### config.mk
export PLATFORM = sky130hd
export DESIGN_NAME = load_extend_sequencer_flat
export DESIGN_NICKNAME = d
export VERILOG_FILES = /design/src/rtl/load_extend_sequencer_if.sv /design/src/rtl/load_extend_sequencer.sv /design/src/flat_wrapper.sv
export SDC_FILE = /design/constraint.sdc
export NUM_CORES = 1
export LEC_CHECK = 0
export ABC_AREA = 0
export BUFFER_PORTS_ARGS = -buffer_cell sky130_fd_sc_hd__buf_2
export CAP_MARGIN = 0
export CORE_MARGIN = 1
export CORE_UTILIZATION = 52
export CTS_BUF_LIST = sky130_fd_sc_hd__clkbuf_4
export CTS_CLUSTER_DIAMETER = 80
export DETAILED_ROUTE_END_ITERATION = 8
export PLACE_DENSITY = 0.89
export SETUP_SLACK_MARGIN = 0.1
export SLEW_MARGIN = 20
export SYNTH_ARGS = -nofsm -noshare
export SYNTH_HDL_FRONTEND = slang
export SYNTH_SLANG_ARGS = --single-unit
### constraint.sdc
create_clock -name Clk -period 2.4 [get_ports Clk]
set_input_delay 0.36 -clock Clk [delete_from_list [all_inputs] [get_ports Clk]]
set_output_delay 0.36 -clock Clk [all_outputs]
set_load 0.01 [all_outputs]
### src/rtl/load_extend_sequencer_if.sv
// load_extend_sequencer_if: control/memory/result bus of the load sequencer
interface load_extend_sequencer_if;
    logic        start;
    logic [31:0] addr;
    logic [1:0]  dataSize;
    logic        signedLd;
    logic        busy;
    logic        memRead;
    logic [31:0] memAddr;
    logic        MFC;
    logic [31:0] memData;
    logic [31:0] Out;
    logic        done;
    logic        fault;
    modport slave (
        input  start, addr, dataSize, signedLd, MFC, memData,
        output busy, memRead, memAddr, Out, done, fault
    );
    modport master (
        output start, addr, dataSize, signedLd, MFC, memData,
        input  busy, memRead, memAddr, Out, done, fault
    );
endinterface

### src/rtl/load_extend_sequencer.sv
// load_extend_sequencer: one memory load per request with lane select and sign/zero extension (optional MISALIGN_TRAP_EN)
module load_extend_sequencer #(
    parameter int TIMEOUT_CYCLES = 15
) (
    input logic Clk,
    input logic CLR,
    load_extend_sequencer_if.slave bus
);
    localparam int TW = $clog2(TIMEOUT_CYCLES + 1);
    typedef enum logic [1:0] {IDLE, REQ, EXT, DONE} state_t;
    state_t         r_state, w_next;
    logic [31:0]    r_addr, r_data, r_out;
    logic [1:0]     r_size;
    logic           r_signed, r_fault;
    logic [TW-1:0]  r_timer;
    logic           w_mis, w_timeout;
    logic [7:0]     w_byte;
    logic [15:0]    w_half;
    logic [31:0]    w_ext;
`ifdef MISALIGN_TRAP_EN
    assign w_mis = (bus.dataSize == 2'b01 && bus.addr[0]) || (bus.dataSize[1] && bus.addr[1:0] != 2'b00);
`else
    assign w_mis = 1'b0;
`endif
    assign w_timeout = !bus.MFC && r_timer == TW'(TIMEOUT_CYCLES - 1);
    assign w_byte = r_data[{r_addr[1:0], 3'b000} +: 8];
    assign w_half = r_data[{r_addr[1], 4'b0000} +: 16];
    assign w_ext = r_size == 2'b00 ? {{24{r_signed & w_byte[7]}}, w_byte} :
                   r_size == 2'b01 ? {{16{r_signed & w_half[15]}}, w_half} : r_data;
    assign bus.busy    = r_state != IDLE;
    assign bus.memRead = r_state == REQ;
    assign bus.done    = r_state == DONE;
    assign bus.fault   = r_fault & bus.done;
    assign bus.memAddr = r_addr;
    assign bus.Out     = r_out;
    // next-state selection
    always_comb begin
        w_next = r_state;
        case (r_state)
            IDLE:    w_next = bus.start ? (w_mis ? DONE : REQ) : IDLE;
            REQ:     w_next = bus.MFC ? EXT : (w_timeout ? DONE : REQ);
            EXT:     w_next = DONE;
            default: w_next = IDLE;
        endcase
    end
    // state register plus request latch, MFC capture, timeout timer and result
    always_ff @(posedge Clk) begin
        if (CLR) begin
            r_state  <= IDLE;
            r_addr   <= '0;
            r_data   <= '0;
            r_out    <= '0;
            r_size   <= '0;
            r_signed <= 1'b0;
            r_fault  <= 1'b0;
            r_timer  <= '0;
        end else begin
            r_state <= w_next;
            if (r_state == IDLE && bus.start) begin
                r_addr   <= bus.addr;
                r_size   <= bus.dataSize;
                r_signed <= bus.signedLd;
                r_timer  <= '0;
                r_fault  <= w_mis;
                if (w_mis) r_out <= '0;
            end
            if (r_state == REQ) begin
                if (bus.MFC) begin
                    r_data  <= bus.memData;
                    r_timer <= '0;
                end else if (w_timeout) begin
                    r_timer <= '0;
                    r_fault <= 1'b1;
                    r_out   <= '0;
                end else begin
                    r_timer <= r_timer + 1'b1;
                end
            end
            if (r_state == EXT) begin
                r_out   <= w_ext;
                r_fault <= 1'b0;
            end
        end
    end
endmodule
### src/flat_wrapper.sv
// flat-port wrapper written by rule: the top's interface ports become plain ports
module load_extend_sequencer_flat 
#(
    parameter int TIMEOUT_CYCLES = 15
)
  (Clk, CLR, bus_start, bus_addr, bus_dataSize, bus_signedLd, bus_MFC, bus_memData, bus_busy, bus_memRead, bus_memAddr, bus_Out, bus_done, bus_fault);
  load_extend_sequencer_if bus_i ();
  input logic Clk;
  input logic CLR;
  input wire logic [$bits(bus_i.start)-1:0] bus_start;
  input wire logic [$bits(bus_i.addr)-1:0] bus_addr;
  input wire logic [$bits(bus_i.dataSize)-1:0] bus_dataSize;
  input wire logic [$bits(bus_i.signedLd)-1:0] bus_signedLd;
  input wire logic [$bits(bus_i.MFC)-1:0] bus_MFC;
  input wire logic [$bits(bus_i.memData)-1:0] bus_memData;
  output wire logic [$bits(bus_i.busy)-1:0] bus_busy;
  output wire logic [$bits(bus_i.memRead)-1:0] bus_memRead;
  output wire logic [$bits(bus_i.memAddr)-1:0] bus_memAddr;
  output wire logic [$bits(bus_i.Out)-1:0] bus_Out;
  output wire logic [$bits(bus_i.done)-1:0] bus_done;
  output wire logic [$bits(bus_i.fault)-1:0] bus_fault;
  assign bus_i.start = bus_start;
  assign bus_i.addr = bus_addr;
  assign bus_i.dataSize = bus_dataSize;
  assign bus_i.signedLd = bus_signedLd;
  assign bus_i.MFC = bus_MFC;
  assign bus_i.memData = bus_memData;
  assign bus_busy = bus_i.busy;
  assign bus_memRead = bus_i.memRead;
  assign bus_memAddr = bus_i.memAddr;
  assign bus_Out = bus_i.Out;
  assign bus_done = bus_i.done;
  assign bus_fault = bus_i.fault;
  load_extend_sequencer #(.TIMEOUT_CYCLES(TIMEOUT_CYCLES)) u_core (.Clk(Clk), .CLR(CLR), .bus(bus_i));
endmodule
; ---- Word level (Yosys, flattened, before mapping)
; Cells that the tools add are included.
[classes]
n_addsub = 1
mul = 0
div = 0
n_lt_le_gt_ge = 0
n_eq_ne = 6
shifts = 2
muxes = 18
bitwise_logic = 3
n_reduce_logical = 12
[ops]
columns = op, n
row1 = two-way mux 32 bit, 6
row2 = variable part select 32 x 6 -> 16 bit, 1
row3 = variable part select 32 x 6 -> 8 bit, 1
row4 = two-way mux 4 bit, 4
row5 = nonzero test 2 bit, 4
row6 = case mux 2 bit (3 select lines), 1
row7 = two-way mux 1 bit, 5
row8 = "adder 4 x 1 -> 4 bit, second input constant", 1
row9 = "== test 2 x 1 -> 1 bit, second input constant", 2
row10 = "== test 2 bit, second input constant", 2
row11 = "== test 4 bit, second input constant", 1
row12 = zero test 2 bit, 2
row13 = two-way mux 2 bit, 2
row14 = bitwise AND 1 bit, 3
row15 = AND reduction 3 bit, 1
row16 = logical AND 1 bit, 2
row17 = "inequality test 2 x 1 -> 1 bit, second input constant", 1
row18 = AND reduction 2 bit, 1
row19 = OR reduction 2 bit, 1
row20 = zero test 1 bit, 1
[word_totals]
regBits = 106
latchBits = 0
ram_bits = 0
mem_bits_ro = 0
in_bits = 71
out_inout_bits = 68
elab_cells = 50
memories = 0

; ---- Longest topological paths before layout
[logic_depth]
depth_word = 6
mapped_depth = 7
ltp_nobuf = 6

; ---- Worst setup path after synthesis
; OpenSTA, ideal clock, no wires.
[synth_timing]
path_type = flip-flop to flip-flop
start = register u_core.r_state[0]
end = register u_core.r_out[24] (netlist: u_core.bus.Out[24])
t_arrival_ps = 1611
t_required_ps = 2278
slack_ps = 667
stages_incl_launch_ff = 8
n_path_buf = 2
synth_period_minus_slack_ps = 1733
path_cell_list = dfxtp_1 inv_1 ha_1 nand3b_4 buf_2 nor2_1 buf_2 a221o_1
[synth_via]
elab_chain_len = 3
word_cells_on_any_way = 7
[synth_rtl]
columns = item, line
row1 = "start, declared", load_extend_sequencer.sv:11  ; state_t r_state, w_next;
row2 = "start signal, assigned", load_extend_sequencer.sv:58  ; r_state <= w_next;
row3 = == test 2 bit or == test 2 x 1 -> 1 bit (tied branches), "load_extend_sequencer.sv:79, load_extend_sequencer.sv:67"
row4 = inequality test 2 x 1 -> 1 bit (no source line) or nonzero test 2 bit (tied branches), -
row5 = AND reduction 3 bit (no source line), -
row6 = "end signal, assigned", load_extend_sequencer.sv:80  ; r_out <= w_ext;
row7 = "end, declared", load_extend_sequencer.sv:12  ; logic [31:0] r_addr, r_data, r_out;
; Parallel ways exist; a longest one is shown, timed or not.
; A chain may end at the register's enable or synchronous reset.

; ---- Final worst setup path
[layout_timing]
start = register u_core.r_state[0]
end = register u_core.r_out[26] (netlist: u_core.bus.Out[26])
; Same word-level chain as after synthesis.

==> flow_summary.json <==
{
  "layout.nets": 687,
  "grt.overflow.total": 0,
  "clock-root-buffer": "sky130_fd_sc_hd__clkbuf_4",
  "cts.hold.buffers_added": 0,
  "cts_inserted_buffers": 9,
  "floorplan.die_area_um2": 8390,
  "port_buffers": 138,
  "final_cell_mix": "152 x sky130_fd_sc_hd__nand2_1, 138 x sky130_fd_sc_hd__buf_2, 106 x sky130_fd_sc_hd__dfxtp_1",
  "boundaryPins": 139,
  "postSynthNetCount": 562,
  "worst_path_max_delay_cell": "sky130_fd_sc_hd__a211oi_4",
  "grt_start_max_net_pins": 52,
  "route.detailed.vias_per_inst": 5.59,
  "place_hpwl_mm": 7.82,
  "cts_max_level": 3,
  "ff2ff_path_depth": 5,
  "power_density_nw_per_um2": 642,
  "relative_slew_margins": 0.568,
  "fin_setup_tns_ps": 0,
  "hold_path_class": "in -> reg",
  "setup_skew_after_layout_ps": 19.7,
  "global_route_wire_length_before_repair_mm": 17.2,
  "cts.sinks": 106,
  "dieHeight_um": 91.6,
  "flow.area_growth_from_synthesis_pct": 21.0,
  "timing.fmax_ghz": 0.516,
  "max_slew.worst_pin.slew_ps": 648,
  "timing.final.setup_violations": 0,
  "crit_path_max_incr_delay_ps": 610,
  "fp.dieW_um": 91.6,
  "worstHoldPathCells": 3,
  "place_worst_setup_slack_ps": 493,
  "synth_flop_cell": "sky130_fd_sc_hd__dfxtp_1",
  "mostFrequentLayoutCell": "sky130_fd_sc_hd__nand2_1",
  "routabilityCongestion": 0.815,
  "route.detailed.drc": 0,
  "worstSetupEndpoint": "u_core.bus.Out[26]",
  "final_hold_viols": 0,
  "synth_cell_type_count": 35,
  "rsz_0062_raised_after_global_routing": "no",
  "critical-path-top-delay-family": "compound AO/OA/AOI/OAI gates",
  "asyncSetResetFlopFracSynth": 0,
  "tritoncts_clock_tree": "yes",
  "start_util": 0.540,
  "critical_path.max_fanout": 16,
  "insertedDiodeCount": 0,
  "r2r-end": "u_core.bus.Out[26]",
  "setup.worst_path.start": "u_core.r_state[0]",
  "final_critical_path_setup_slack_ps": 462,
  "floorplan.core_area_um2": 7730,
  "wl_per_cell_um": 14.9,
  "drtPass1Iterations": 5,
  "dr_total_vias": 3992,
  "fillerInstances": 673,
  "timing.final.crit_share": 0.807,
  "grt_usage": 0.256,
  "synth.avg_cell_area_um2": 8.62,
  "path_depth": 5,
  "synth_area_um2": 4170,
  "timing.setup.critical_path_class": "reg -> reg",
  "yosys.area.top_type_share": 0.509,
  "crit_path_start_kind": "flop",
  "vias_in_the_first_global_route": 3723,
  "post_cts_buffers": 0,
  "ant_nets": 0,
  "status": "finished, final reports clean",
  "ff2ff_setup_slack_ps": 460,
  "synth.area.top_cells": "sky130_fd_sc_hd__dfxtp_1 51%, sky130_fd_sc_hd__nand2_1 14%, sky130_fd_sc_hd__a21oi_1 8.5%, sky130_fd_sc_hd__a221o_1 3.8%, sky130_fd_sc_hd__ha_1 2.1%",
  "peakVddDrop_v": 0.000382,
  "drive_above_1_share": 0.279,
  "final.min_clock_period_ps": 1940,
  "leakagePower_uw": 0.00216,
  "synth_area_leader_cell": "sky130_fd_sc_hd__dfxtp_1",
  "cts_resized": 0,
  "timing.rr.start": "u_core.r_state[0]",
  "grt_antenna_before_repair": 0,
  "clkSlewWorstSetupHoldPaths_ps": 150,
  "totalWireLength_mm": 10.6,
  "maxCapViolations": 0,
  "cts_buffer_depth": 2,
  "critical_path.n_buffers_inverters": 1,
  "worst_skew_pair.late_latency_ps": 440,
  "post_synth_inst_count": 484,
  "part_of_the_yosys_area_used_for_sequential_elements": 0.509,
  "yosys_register_bits": 106,
  "num_rows": 32,
  "worstPathArrival_ps": 2330,
  "setup.worst_path.end_class": "flop",
  "worst-endpoint-required_ps": 2790,
  "crit_path_cell_trace": "inv_1 > ha_1 > nand3b_4 > a211oi_4 > a221o_1",
  "synth_edf_count": 0,
  "ys.warnings.count": 0,
  "slew_viol_final": 0,
  "detail_route.iter0.violations": 155
}
final cells by class:
class	instances	area [µm²]	share of cell area
well taps	102	128	0.0253
inverters	8	30.0	0.00595
repair buffers	147	758	0.150
flip-flops and latches	106	2120	0.420
clock inverters	5	57.6	0.0114
clock buffers	9	67.6	0.0134
multi-input cells	337	1890	0.374
tightest hold or removal path, delay by kind of cell:
kind	cells	cell delay [ps]
buf+inv	1	90
compound gates	1	50
simple gates	1	40
Yosys cell counts (2+ instances only):
library cell / number
sky130_fd_sc_hd__o221ai_1: 7
sky130_fd_sc_hd__a21oi_1: 71
sky130_fd_sc_hd__ha_1: 7
sky130_fd_sc_hd__nor3_1: 4
sky130_fd_sc_hd__mux2i_1: 8
sky130_fd_sc_hd__nand2b_1: 12
sky130_fd_sc_hd__dfxtp_1: 106
sky130_fd_sc_hd__o22ai_1: 8
sky130_fd_sc_hd__mux2_2: 3
sky130_fd_sc_hd__a311oi_1: 2
sky130_fd_sc_hd__a22oi_1: 2
sky130_fd_sc_hd__nor2_1: 7
sky130_fd_sc_hd__buf_2: 4
sky130_fd_sc_hd__nand2_1: 152
sky130_fd_sc_hd__and2_1: 4
sky130_fd_sc_hd__clkbuf_1: 21
sky130_fd_sc_hd__a32o_1: 8
sky130_fd_sc_hd__o21ai_0: 2
sky130_fd_sc_hd__a21oi_2: 2
sky130_fd_sc_hd__o2bb2ai_1: 8
sky130_fd_sc_hd__a221o_1: 16
sky130_fd_sc_hd__nand3_1: 5
sky130_fd_sc_hd__inv_1: 7
sky130_fd_sc_hd__buf_1: 7
layer usage:
metal / GRT usage / vias up / wire, µm
met4: 0.112 / 0 / 245
met5: 0 / - / 0
met2: 0.419 / 186 / 5130
met1: 0.318 / 1857 / 4340
li1: - / 1926 / -
met3: 0.0653 / 23 / 921
worst min-delay path by stage:
stage / startpoint / end / slack, ps
5_1_grt: bus_addr[14] / u_core.bus.memAddr[14] / 120
4_1_cts: bus_addr[12] / u_core.bus.memAddr[12] / 120
6_report: bus_addr[12] / u_core.bus.memAddr[12] / 140
3_3_place_gp: u_core.bus.memAddr[22] / u_core.bus.memAddr[22] / 440
2_1_floorplan: u_core.r_data[0] / u_core.r_data[0] / 440
3_5_place_dp: u_core.bus.memAddr[23] / u_core.bus.memAddr[23] / 450
registers in the layout, indices dropped and copies added (netlist names):
name                flops
u_core.r_timer          4
u_core.bus.memAddr     32
u_core.r_fault          1
u_core.r_size           2
u_core.r_signed         1
u_core.r_data          32
u_core.r_state          2
u_core.bus.Out         32
metrics by stage:
step,hold slack [ps],utilization,cell area (µm²),power (µW),instances
global placement,440,0.637,4930,2390,700
CTS,120,0.654,5050,3250,714
finish,136,0.654,5050,3240,714
global route,116,0.654,5050,3380,714
floorplan,436,-,4170,2220,484
detailed placement,447,0.637,4930,2410,700
cells by family (layout without fill, tap and decap cells):
group | after synthesis | after routing | share of synthesized area
AND/OR/NAND/NOR | 189 | 189 | 0.190
AO/OA/AOI/OAI | 130 | 130 | 0.213
flip-flops | 106 | 106 | 0.509
buffers and inverters | 41 | 169 | 0.0399
multiplexers | 11 | 11 | 0.0273
adder cells (fa/ha/maj) | 7 | 7 | 0.0210
power by group:
part	internal, µW	total [µW]	leakage (µW)	switching, µW
clock network	306	865	0.0000615	559
logic	191	472	0.00124	281
registers	1840	1900	0.000862	68.1
total	2330	3240	0.00216	908
Power figures use the tool's default switching activity.
